`config.mk`:
```
export PLATFORM = sky130hd
export DESIGN_NAME = muldiv_seq
export DESIGN_NICKNAME = d
export VERILOG_FILES = /design/src/rtl/muldiv_seq_pkg.sv /design/src/rtl/muldiv_seq_fifo.sv /design/src/rtl/muldiv_seq.sv
export SDC_FILE = /design/constraint.sdc
export NUM_CORES = 1
export LEC_CHECK = 0
export ABC_AREA = 1
export CORE_MARGIN = 2
export CORE_UTILIZATION = 30
export DETAILED_ROUTE_END_ITERATION = 7
export SLEW_MARGIN = 25
export SYNTH_ARGS = -nofsm -noshare
export SYNTH_HDL_FRONTEND = slang
export SYNTH_SLANG_ARGS = --single-unit
```
`constraint.sdc`:
```
create_clock -name clk -period 2.93 [get_ports clk]
set_clock_uncertainty 0.15 [all_clocks]
set_input_delay 0.586 -clock clk [delete_from_list [all_inputs] [get_ports clk]]
set_output_delay 0.586 -clock clk [all_outputs]
set_load 0.01 [all_outputs]
```
`src/rtl/muldiv_seq_pkg.sv`:
```
// muldiv_seq_pkg: shared states, control words and FIFO record layouts for the muldiv sequencer
package muldiv_seq_pkg;

    typedef enum logic [2:0] {IDLE, LD_AR, LD_BR, LD_HR, START, WAIT} state_e;

    localparam logic [7:0] CN_MUL_START = 8'h20;
    localparam logic [7:0] CN_DIV_START = 8'h28;
    localparam logic [7:0] CN_CLEAR     = 8'h00;

    localparam logic OP_MUL = 1'b0;
    localparam logic OP_DIV = 1'b1;

    typedef struct packed {
        logic        op;
        logic [15:0] a;
        logic [7:0]  b;
    } cmd_t;

    typedef struct packed {
        logic [15:0] res;
        logic [7:0]  rem;
        logic        err;
    } rsp_t;

endpackage

```
`src/rtl/muldiv_seq_fifo.sv`:
```
// sync_fifo: single-clock FIFO; read data reads as zero while empty
module sync_fifo #(
    parameter int WIDTH = 8,
    parameter int DEPTH = 4
) (
    input  logic             clk,
    input  logic             rst,
    input  logic             push_i,
    input  logic [WIDTH-1:0] wdata_i,
    input  logic             pop_i,
    output logic             full_o,
    output logic             empty_o,
    output logic [WIDTH-1:0] rdata_o
);
    localparam int AW = $clog2(DEPTH);

    logic [WIDTH-1:0] mem_q [DEPTH];
    logic [AW-1:0]    wptr_q, rptr_q;
    logic [AW:0]      cnt_q;
    logic             do_push, do_pop;

    assign full_o  = cnt_q == (AW+1)'(DEPTH);
    assign empty_o = cnt_q == '0;
    assign do_push = push_i & ~full_o;
    assign do_pop  = pop_i & ~empty_o;
    assign rdata_o = empty_o ? '0 : mem_q[rptr_q];

    always_ff @(posedge clk) begin
        if (rst) begin
            wptr_q <= '0;
            rptr_q <= '0;
            cnt_q  <= '0;
        end else begin
            wptr_q <= wptr_q + AW'(do_push);
            rptr_q <= rptr_q + AW'(do_pop);
            cnt_q  <= cnt_q + (AW+1)'(do_push) - (AW+1)'(do_pop);
        end
    end

    always_ff @(posedge clk)
        if (do_push) mem_q[wptr_q] <= wdata_i;

endmodule

```
`src/rtl/muldiv_seq.sv`:
```
// muldiv_seq: queues mul/div commands, drives mul_divider register writes and
// returns results (or div-by-zero / timeout errors) in command order
module muldiv_seq
    import muldiv_seq_pkg::*;
#(
    parameter int CMD_DEPTH = 4,
    parameter int RSP_DEPTH = 2,
    parameter int TIMEOUT   = 32
) (
    input  logic        clk,
    input  logic        rst,
    input  logic        cmd_valid,
    output logic        cmd_ready,
    input  logic        cmd_op,
    input  logic [15:0] cmd_a,
    input  logic [7:0]  cmd_b,
    output logic        rsp_valid,
    input  logic        rsp_ready,
    output logic [15:0] rsp_res,
    output logic [7:0]  rsp_rem,
    output logic        rsp_err,
    output logic        busy,
    output logic [7:0]  dbus_wdata,
    output logic        muldiv_cn_wctrl,
    output logic        muldiv_ar_wctrl,
    output logic        muldiv_br_wctrl,
    output logic        muldiv_hr_wctrl,
    input  logic        muldiv_int,
    input  logic [7:0]  muldiv_br,
    input  logic [7:0]  muldiv_hr,
    input  logic [7:0]  muldiv_cr
);
    localparam int TW = $clog2(TIMEOUT + 1);

    state_e        state_q, state_d;
    cmd_t          cmd_q, cmd_d, cmd_in, cmd_head;
    rsp_t          rsp_wr, rsp_head;
    logic [TW-1:0] timer_q, timer_d;
    logic          cmd_full, cmd_empty, cmd_pop;
    logic          rsp_full, rsp_empty, rsp_push;
    logic          is_div;

    assign cmd_in    = '{op: cmd_op, a: cmd_a, b: cmd_b};
    assign cmd_ready = ~cmd_full;
    assign rsp_valid = ~rsp_empty;
    assign rsp_res   = rsp_head.res;
    assign rsp_rem   = rsp_head.rem;
    assign rsp_err   = rsp_head.err;
    assign busy      = state_q != IDLE;
    assign is_div    = cmd_q.op == OP_DIV;

    sync_fifo #(.WIDTH($bits(cmd_t)), .DEPTH(CMD_DEPTH)) u_cmd_fifo (
        .clk     (clk),
        .rst     (rst),
        .push_i  (cmd_valid),
        .wdata_i (cmd_in),
        .pop_i   (cmd_pop),
        .full_o  (cmd_full),
        .empty_o (cmd_empty),
        .rdata_o (cmd_head)
    );

    sync_fifo #(.WIDTH($bits(rsp_t)), .DEPTH(RSP_DEPTH)) u_rsp_fifo (
        .clk     (clk),
        .rst     (rst),
        .push_i  (rsp_push),
        .wdata_i (rsp_wr),
        .pop_i   (rsp_ready),
        .full_o  (rsp_full),
        .empty_o (rsp_empty),
        .rdata_o (rsp_head)
    );

    always_ff @(posedge clk) begin
        if (rst) begin
            state_q <= IDLE;
            cmd_q   <= '0;
            timer_q <= '0;
        end else begin
            state_q <= state_d;
            cmd_q   <= cmd_d;
            timer_q <= timer_d;
        end
    end

    always_comb begin
        state_d         = state_q;
        cmd_d           = cmd_q;
        timer_d         = timer_q;
        cmd_pop         = 1'b0;
        rsp_push        = 1'b0;
        rsp_wr          = '0;
        dbus_wdata      = 8'h00;
        muldiv_cn_wctrl = 1'b0;
        muldiv_ar_wctrl = 1'b0;
        muldiv_br_wctrl = 1'b0;
        muldiv_hr_wctrl = 1'b0;
        case (state_q)
            IDLE: begin
                // Popping only with response space free keeps the later WAIT push safe
                if (!cmd_empty && !rsp_full) begin
                    cmd_pop = 1'b1;
                    if (cmd_head.op == OP_DIV && cmd_head.b == 8'h00) begin
                        rsp_push = 1'b1;
                        rsp_wr   = '{res: 16'hFFFF, rem: 8'h00, err: 1'b1};
                    end else begin
                        cmd_d   = cmd_head;
                        state_d = LD_AR;
                    end
                end
            end
            LD_AR: begin
                muldiv_ar_wctrl = 1'b1;
                dbus_wdata      = cmd_q.b;
                state_d         = LD_BR;
            end
            LD_BR: begin
                muldiv_br_wctrl = 1'b1;
                dbus_wdata      = cmd_q.a[7:0];
                state_d         = LD_HR;
            end
            LD_HR: begin
                muldiv_hr_wctrl = 1'b1;
                dbus_wdata      = is_div ? cmd_q.a[15:8] : 8'h00;
                state_d         = START;
            end
            START: begin
                muldiv_cn_wctrl = 1'b1;
                dbus_wdata      = is_div ? CN_DIV_START : CN_MUL_START;
                timer_d         = '0;
                state_d         = WAIT;
            end
            WAIT: begin
                timer_d = timer_q + 1'b1;
                if (muldiv_int) begin
                    muldiv_cn_wctrl = 1'b1;
                    rsp_push        = 1'b1;
                    rsp_wr          = '{res: is_div ? {muldiv_hr, muldiv_br} : {muldiv_hr, muldiv_cr},
                                        rem: is_div ? muldiv_cr : 8'h00, err: 1'b0};
                    state_d         = IDLE;
                end else if (timer_q == TW'(TIMEOUT - 1)) begin
                    muldiv_cn_wctrl = 1'b1;
                    rsp_push        = 1'b1;
                    rsp_wr          = '{res: 16'h0000, rem: 8'h00, err: 1'b1};
                    state_d         = IDLE;
                end
            end
            default: state_d = IDLE;
        endcase
    end

endmodule

```
==> flow_metrics.tcl, run 1 <==
set metrics [dict create \
    vias 5982 \
    worst_pin_slew_ps 522.4 \
    total_power_mw 9.626 \
    areaGrowthSynthToFinish_pct 25.73 \
    syn_avg_cell_area_um2 10.04 \
    fillers 2688 \
    postRouteAntennaNets 0 \
    initial_core_util 0.3071 \
    min_from "cmd_q[10]" \
    slew_violations 0 \
    drt_iter0_markers 419 \
    critical_path.max_fanout 5 \
    cts_buffers 17 \
    dp_hpwl_mm 12.51 \
    cts_hold_buf 0 \
    grt_usage 0.1373 \
    synth_cell_types 34 \
    crit_path_start_kind "register" \
    maxSlewHeadroom 0.6512 \
    pre_cts_slack_ps 206.4 \
    cts_buffer_depth 2 \
    drc_errors 0 \
    switching_share 0.3649 \
    netlist_top_cells_count "nand2_1 (265), edfxtp_1 (150), a21oi_1 (94), inv_1 (71), nand3_1 (63)" \
    grt_pass1_vias 5866 \
    viasPerCell 4.559 \
    min_period_ps 2829 \
    antenna_found_initial 1 \
    fin_cells 1312 \
    rows 60 \
    avgRoutedWirePerCell_um 14.67 \
    grt_overflow 0 \
    comb_power_share 0.377 \
    cts-root-buf "clkbuf_16" \
    arrival_ps 2090 \
    die_w_um 170.6 \
    finish.utilization 0.3861 \
    switchingPower_mw 3.512 \
    rsz0062_at_grt "yes" \
    intPower_mw 6.113 \
    yosys-top-cells-area "edfxtp_1 (54%), nand2_1 (12%), dfxtp_1 (11%)" \
    top_level_ports 94 \
    crit_path_end_kind "output pin" \
    syn-cell-area_mm2 0.008322 \
    synth_top_area_cell "edfxtp_1" \
    hold_viol 0 \
    ys_warn_count 0 \
    fin_ws_ps 100.7 \
    numPortBuffers 93 \
    min_to "cmd_q[10]" \
    synth_most_common_cell "nand2_1" \
    ys.flop_type "edfxtp_1" \
    synthArstFlopShare 0 \
    dpl.cell_count 1279 \
    yosysTopAreaCellShare 0.5413 \
    gp_routability_congestion 0.7845 \
    reg2reg_depth 11 \
    power.leakage_nw 4.091 \
    reg2reg_slack_ps 330 \
    syn_inst 829 \
    synth_edf_count 150 \
    wirelength_mm 19.24 \
    syn-num-nets 893 \
    core_mm2 0.02710 \
    vdd_ir_drop_max_mv 0.4782 \
    hp-class "register to register" \
    whs_ps 314.9 \
    first_pass_iters 5 \
    worstSkewPairLatency_ps 440 \
    htree_levels 4 \
    seq_power_share 0.363 \
    worstHoldPathCells 2 \
    r2r-end "u_rsp_fifo.mem_q[1][12]" \
    synth-seq-cells 195 \
    clock_power_share 0.261 \
    maxCapViolCount 0 \
    yosysSeqAreaShare 0.6495 \
    status "complete, no violations" \
    cts_sinks 195 \
    fmax_mhz 353.4 \
    grt_pass1_wl_mm 30.89 \
    drive_gt1_frac 0.09265 \
    setup_viol 0 \
    die-area_mm2 0.02909 \
    finalCritPeriodShare 0.9656 \
    power.density_mw_per_mm2 920.0 \
    die_y_um 170.6 \
    nNetsFinal 990 \
    critPathKind "register to output pin" \
    grt_max_degree 33 \
    path_clk_slew_ps 70 \
    worstReg2RegStart "u_cmd_fifo.rptr_q[0]" \
    cp.required_ps 2190 \
    cts_tree "done" \
]
[metrics by stage]
stage	cell area [um^2]	setup TNS (ps)
2_1_floorplan	8322	-8769
3_3_place_gp	9788	0
3_5_place_dp	9788	0
4_1_cts	10440	0
5_1_grt	10460	-32.40
6_report	10460	0
[kinds of logic after synthesis]
logic type,count (synthesis),synth area share
AO/OA/AOI/OAI,113,0.07307
XOR/XNOR,5,0.005262
adder cells (fa/ha/maj),10,0.01594
buffers and inverters,119,0.05924
flip-flops,195,0.6495
AND/OR/NAND/NOR,387,0.1970
[how the worst max path moves through the flow]
stage,start,endpoint,cells after the start
after CTS,state_q[2],dbus_wdata[3],6
after global placement,muldiv_int,muldiv_cn_wctrl,6
after global routing,state_q[2],dbus_wdata[3],6
after detailed placement,muldiv_int,muldiv_cn_wctrl,6
final,state_q[2],dbus_wdata[3],6
after floorplan,cmd_valid,u_cmd_fifo.mem_q[0][0],2
[cell usage in the layout (no fill, tap or decap), drive strengths merged, types with 8 or more instances in the layout]
master         instances
nand2                267
edfxtp               150
a21oi                 94
clkdlybuf4s50         86
inv                   81
nand3                 73
dfxtp                 45
nor2                  32
buf                   25
clkbuf                17
nor3                  13
clkinv                11
ha                     9
o211ai                 8
[worst max-delay path, cell delays in order, from the launching register on]
cell and delay [ps]:
dfxtp_1 360, inv_1 80, nor2_2 190, nand2_2 140, a21oi_1 170, a221o_1 180
clkdlybuf4s50_1 550
[routing by layer]
layer / vias to the layer above / GRT usage / share of wire
met2: 155 / 0.2230 / 0.47
met3: 25 / 0.03123 / 0.051
met4: 0 / 0.04868 / 0.020
li1: 2962 / - / -
met5: - / 0 / 0
met1: 2840 / 0.1803 / 0.46
[registers in the layout (all words and copies together), names as in the netlist]
register	cells
state_q	3
timer_q	6
u_rsp_fifo.cnt_q	2
u_rsp_fifo.rptr_q	1
u_cmd_fifo.mem_q	100
cmd_q	24
is_div	1
u_rsp_fifo.wptr_q	1
u_cmd_fifo.rptr_q	2
u_cmd_fifo.wptr_q	2
u_cmd_fifo.cnt_q	3
u_rsp_fifo.mem_q	50
[power groups by stage]
| stage | combinational [mW] | sequential, mW | clock (mW) |
|---|---|---|---|
| after floorplan | 2.17 | 3.50 | 0 |
| after CTS | 3.67 | 3.49 | 2.56 |
| after detailed placement | 3.65 | 3.55 | 0 |
| after global placement | 3.62 | 3.54 | 0 |
| after global routing | 4.08 | 3.52 | 2.68 |
| final | 3.62 | 3.49 | 2.51 |
[timing repair]
item / CTS / global route
setup buffers: 0 / 0
setup endpoints to repair: 2 / 11
resized for setup: 2 / 8
[final cells by class]
| class | instances | area, um^2 | share of cell area |
|---|---|---|---|
| Timing Repair Buffer | 118 | 1186 | 0.1134 |
| Tap cell | 372 | 465.4 | 0.04449 |
| Antenna cell | 1 | 2.502 | 0.0002392 |
| Sequential cell | 195 | 5405 | 0.5166 |
| Inverter | 79 | 297.8 | 0.02846 |
| Clock inverter | 15 | 225.2 | 0.02153 |
| Clock buffer | 17 | 425.4 | 0.04066 |
| Multi-Input combinational cell | 515 | 2455 | 0.2346 |
Power figures use the tool's default switching activity.
==> run 2: changes to the inputs <==
--- a/config.mk
+++ b/config.mk
@@ -7,8 +7,9 @@
 export LEC_CHECK = 0
 export ABC_AREA = 1
 export CORE_MARGIN = 2
-export CORE_UTILIZATION = 30
+export CORE_UTILIZATION = 51
 export DETAILED_ROUTE_END_ITERATION = 7
+export PLACE_DENSITY = 0.76
 export SLEW_MARGIN = 25
 export SYNTH_ARGS = -nofsm -noshare
 export SYNTH_HDL_FRONTEND = slang
==> run 2 against run 1 <==
Net effect:
- die area shrank 40%
- core utilization rose by 25 points
- sequential share of layout area up 1.7 points
- setup slack worse by 23 ps
- combinational power fell by 1%
- sequential power barely moved
- first-iteration DRC count increased by 23%
- register-to-register slack better by 120 ps
- flip-flop and latch count stayed put
- critical path type unchanged
==> flow_metrics.tcl, run 2 (synthesized netlist as in run 1, its figures left out) <==
set metrics [dict create \
    critPathKind "register to output pin" \
    min_period_ps 2852 \
    cts_sinks 195 \
    min_from "cmd_q[12]" \
    viasPerCell 5.261 \
    drive_gt1_frac 0.09081 \
    finish.utilization 0.6359 \
    crit_family "buffers and inverters" \
    worst_pin_slew_ps 450.4 \
    layout_commonest_cell "nand2_1" \
    hp-class "register to register" \
    drc_errors 0 \
    initial_core_util 0.5220 \
    cts_buffers 17 \
    crit_path_end "dbus_wdata[3]" \
    largestRegisters "u_cmd_fifo.mem_q (100), u_rsp_fifo.mem_q (50), cmd_q (24)" \
    vdd_ir_drop_max_mv 0.5474 \
    postCtsResizedCells 4 \
    path_clk_slew_ps 70 \
    die_w_um 131.7 \
    dp_hpwl_mm 11.64 \
    reg2reg_slack_ps 450 \
    avgRoutedWirePerCell_um 15.52 \
    power.leakage_nw 3.931 \
    cts-root-buf "clkbuf_16" \
    drt_iter0_markers 515 \
    n_antenna_cell 0 \
    place_area_mm2 0.009543 \
    grt_pass1_wl_mm 28.73 \
    worstReg2RegStart "u_cmd_fifo.cnt_q[1]" \
    fmax_mhz 350.6 \
    grt_pass1_vias 5868 \
    core_mm2 0.01594 \
    slew_violations 0 \
    critPathBufInv 2 \
    critical_path.max_fanout 5 \
    finalCritPeriodShare 0.9735 \
    numPortBuffers 93 \
    grt_usage 0.2113 \
    vias 6061 \
    die-area_mm2 0.01736 \
    wirelength_mm 17.88 \
    maxSlewHeadroom 0.6989 \
    crit_path_end_kind "output pin" \
    worstSkewPairLatency_ps 430 \
    hold_viol 0 \
    setup_viol 0 \
    cp.required_ps 2190 \
    crit_slowest_cell "clkdlybuf4s50_1" \
    status "complete, no violations" \
    crit_path_start_kind "register" \
    gp_routability_congestion 0.8064 \
    top_level_ports 94 \
    rows 46 \
    antenna_found_initial 0 \
    worstSetupStartpoint "state_q[1]" \
    maxCapViolCount 0 \
    reg2reg_depth 10 \
    final_cell_mix "nand2_1 (264), edfxtp_1 (150), a21oi_1 (94), clkdlybuf4s50_1 (92), inv_1 (71)" \
    worst-path-stages 6 \
    grt_max_degree 34 \
    largest-register "u_cmd_fifo.mem_q" \
    cts_tree "done" \
    r2r-end "u_cmd_fifo.cnt_q[2]" \
    largest_reg_flops 100 \
    power.density_mw_per_mm2 919.6 \
    arrival_ps 2120 \
    die_y_um 131.7 \
    rsz0062_at_grt "yes" \
    grt_overflow 0 \
    crit_chain "nand3_1, inv_1, nand2_1, a21oi_1, a221o_1, clkdlybuf4s50_1" \
    post_cts_buffers 0 \
    cts_hold_buf 0 \
    nNetsFinal 987 \
    cts_buffer_depth 2 \
    first_pass_iters 5 \
    htree_levels 4 \
    areaGrowthSynthToFinish_pct 21.82 \
    final_area_mm2 0.01014 \
    postRouteAntennaNets 0 \
    max_stage_delay_ps 590 \
]
[run 2: layout make-up]
class,count,area (um^2)
Clock inverter,15,156.4
Multi-Input combinational cell,515,2460
Clock buffer,17,425.4
Fill cell,1261,5806
Timing Repair Buffer,115,1120
Inverter,79,300.3
Tap cell,216,270.3
Sequential cell,195,5405
[run 2: per-layer routing]
metal / wire length (um) / up-vias / global-route usage
li1: - / 2968 / -
met4: 330 / 0 / 0.07367
met5: 0 / - / 0
met1: 7526 / 2851 / 0.2634
met2: 8822 / 216 / 0.3592
met3: 1200 / 26 / 0.05498
[run 2: how the worst min path moves through the flow]
stage	cells after the start	slack, ps	endpoint
finish	2	310	cmd_q[12]
global route	2	330	cmd_q[11]
global placement	2	300	cmd_q[22]
floorplan	1	290	timer_q[5]
detailed placement	2	300	cmd_q[18]
CTS	2	310	cmd_q[18]
[run 2: power by group]
part           internal [mW]  switching (mW)  leakage, nW
logic                   1.43            2.14         2.00
clock network           1.21            1.06        0.287
registers               3.33           0.154         1.65
total                   5.97            3.35         3.93
[run 2: per-stage QoR]
stage / setup TNS [ps] / setup slack, ps / instances / hold WS, ps / power, mW
2_1_floorplan: -8769 / -87.75 / 829 / 286.2 / 5.676
3_3_place_gp: 0 / 239.3 / 1120 / 299.1 / 7.006
3_5_place_dp: 0 / 212.0 / 1120 / 302.5 / 7.090
4_1_cts: 0 / 34.52 / 1152 / 313.3 / 9.377
5_1_grt: -44.98 / -44.98 / 1152 / 329.6 / 9.925
6_report: 0 / 77.54 / 1152 / 313.3 / 9.322
[run 2: worst reg2reg max path: stages (launching register included)]
cell and delay (ps):
dfxtp_1 330, inv_2 80, nand3_1 340, inv_1 270, nor3_4 80, ha_1 290, inv_1 40, ha_1 190
fa_1 370, xnor2_1 170, nor2_1 50
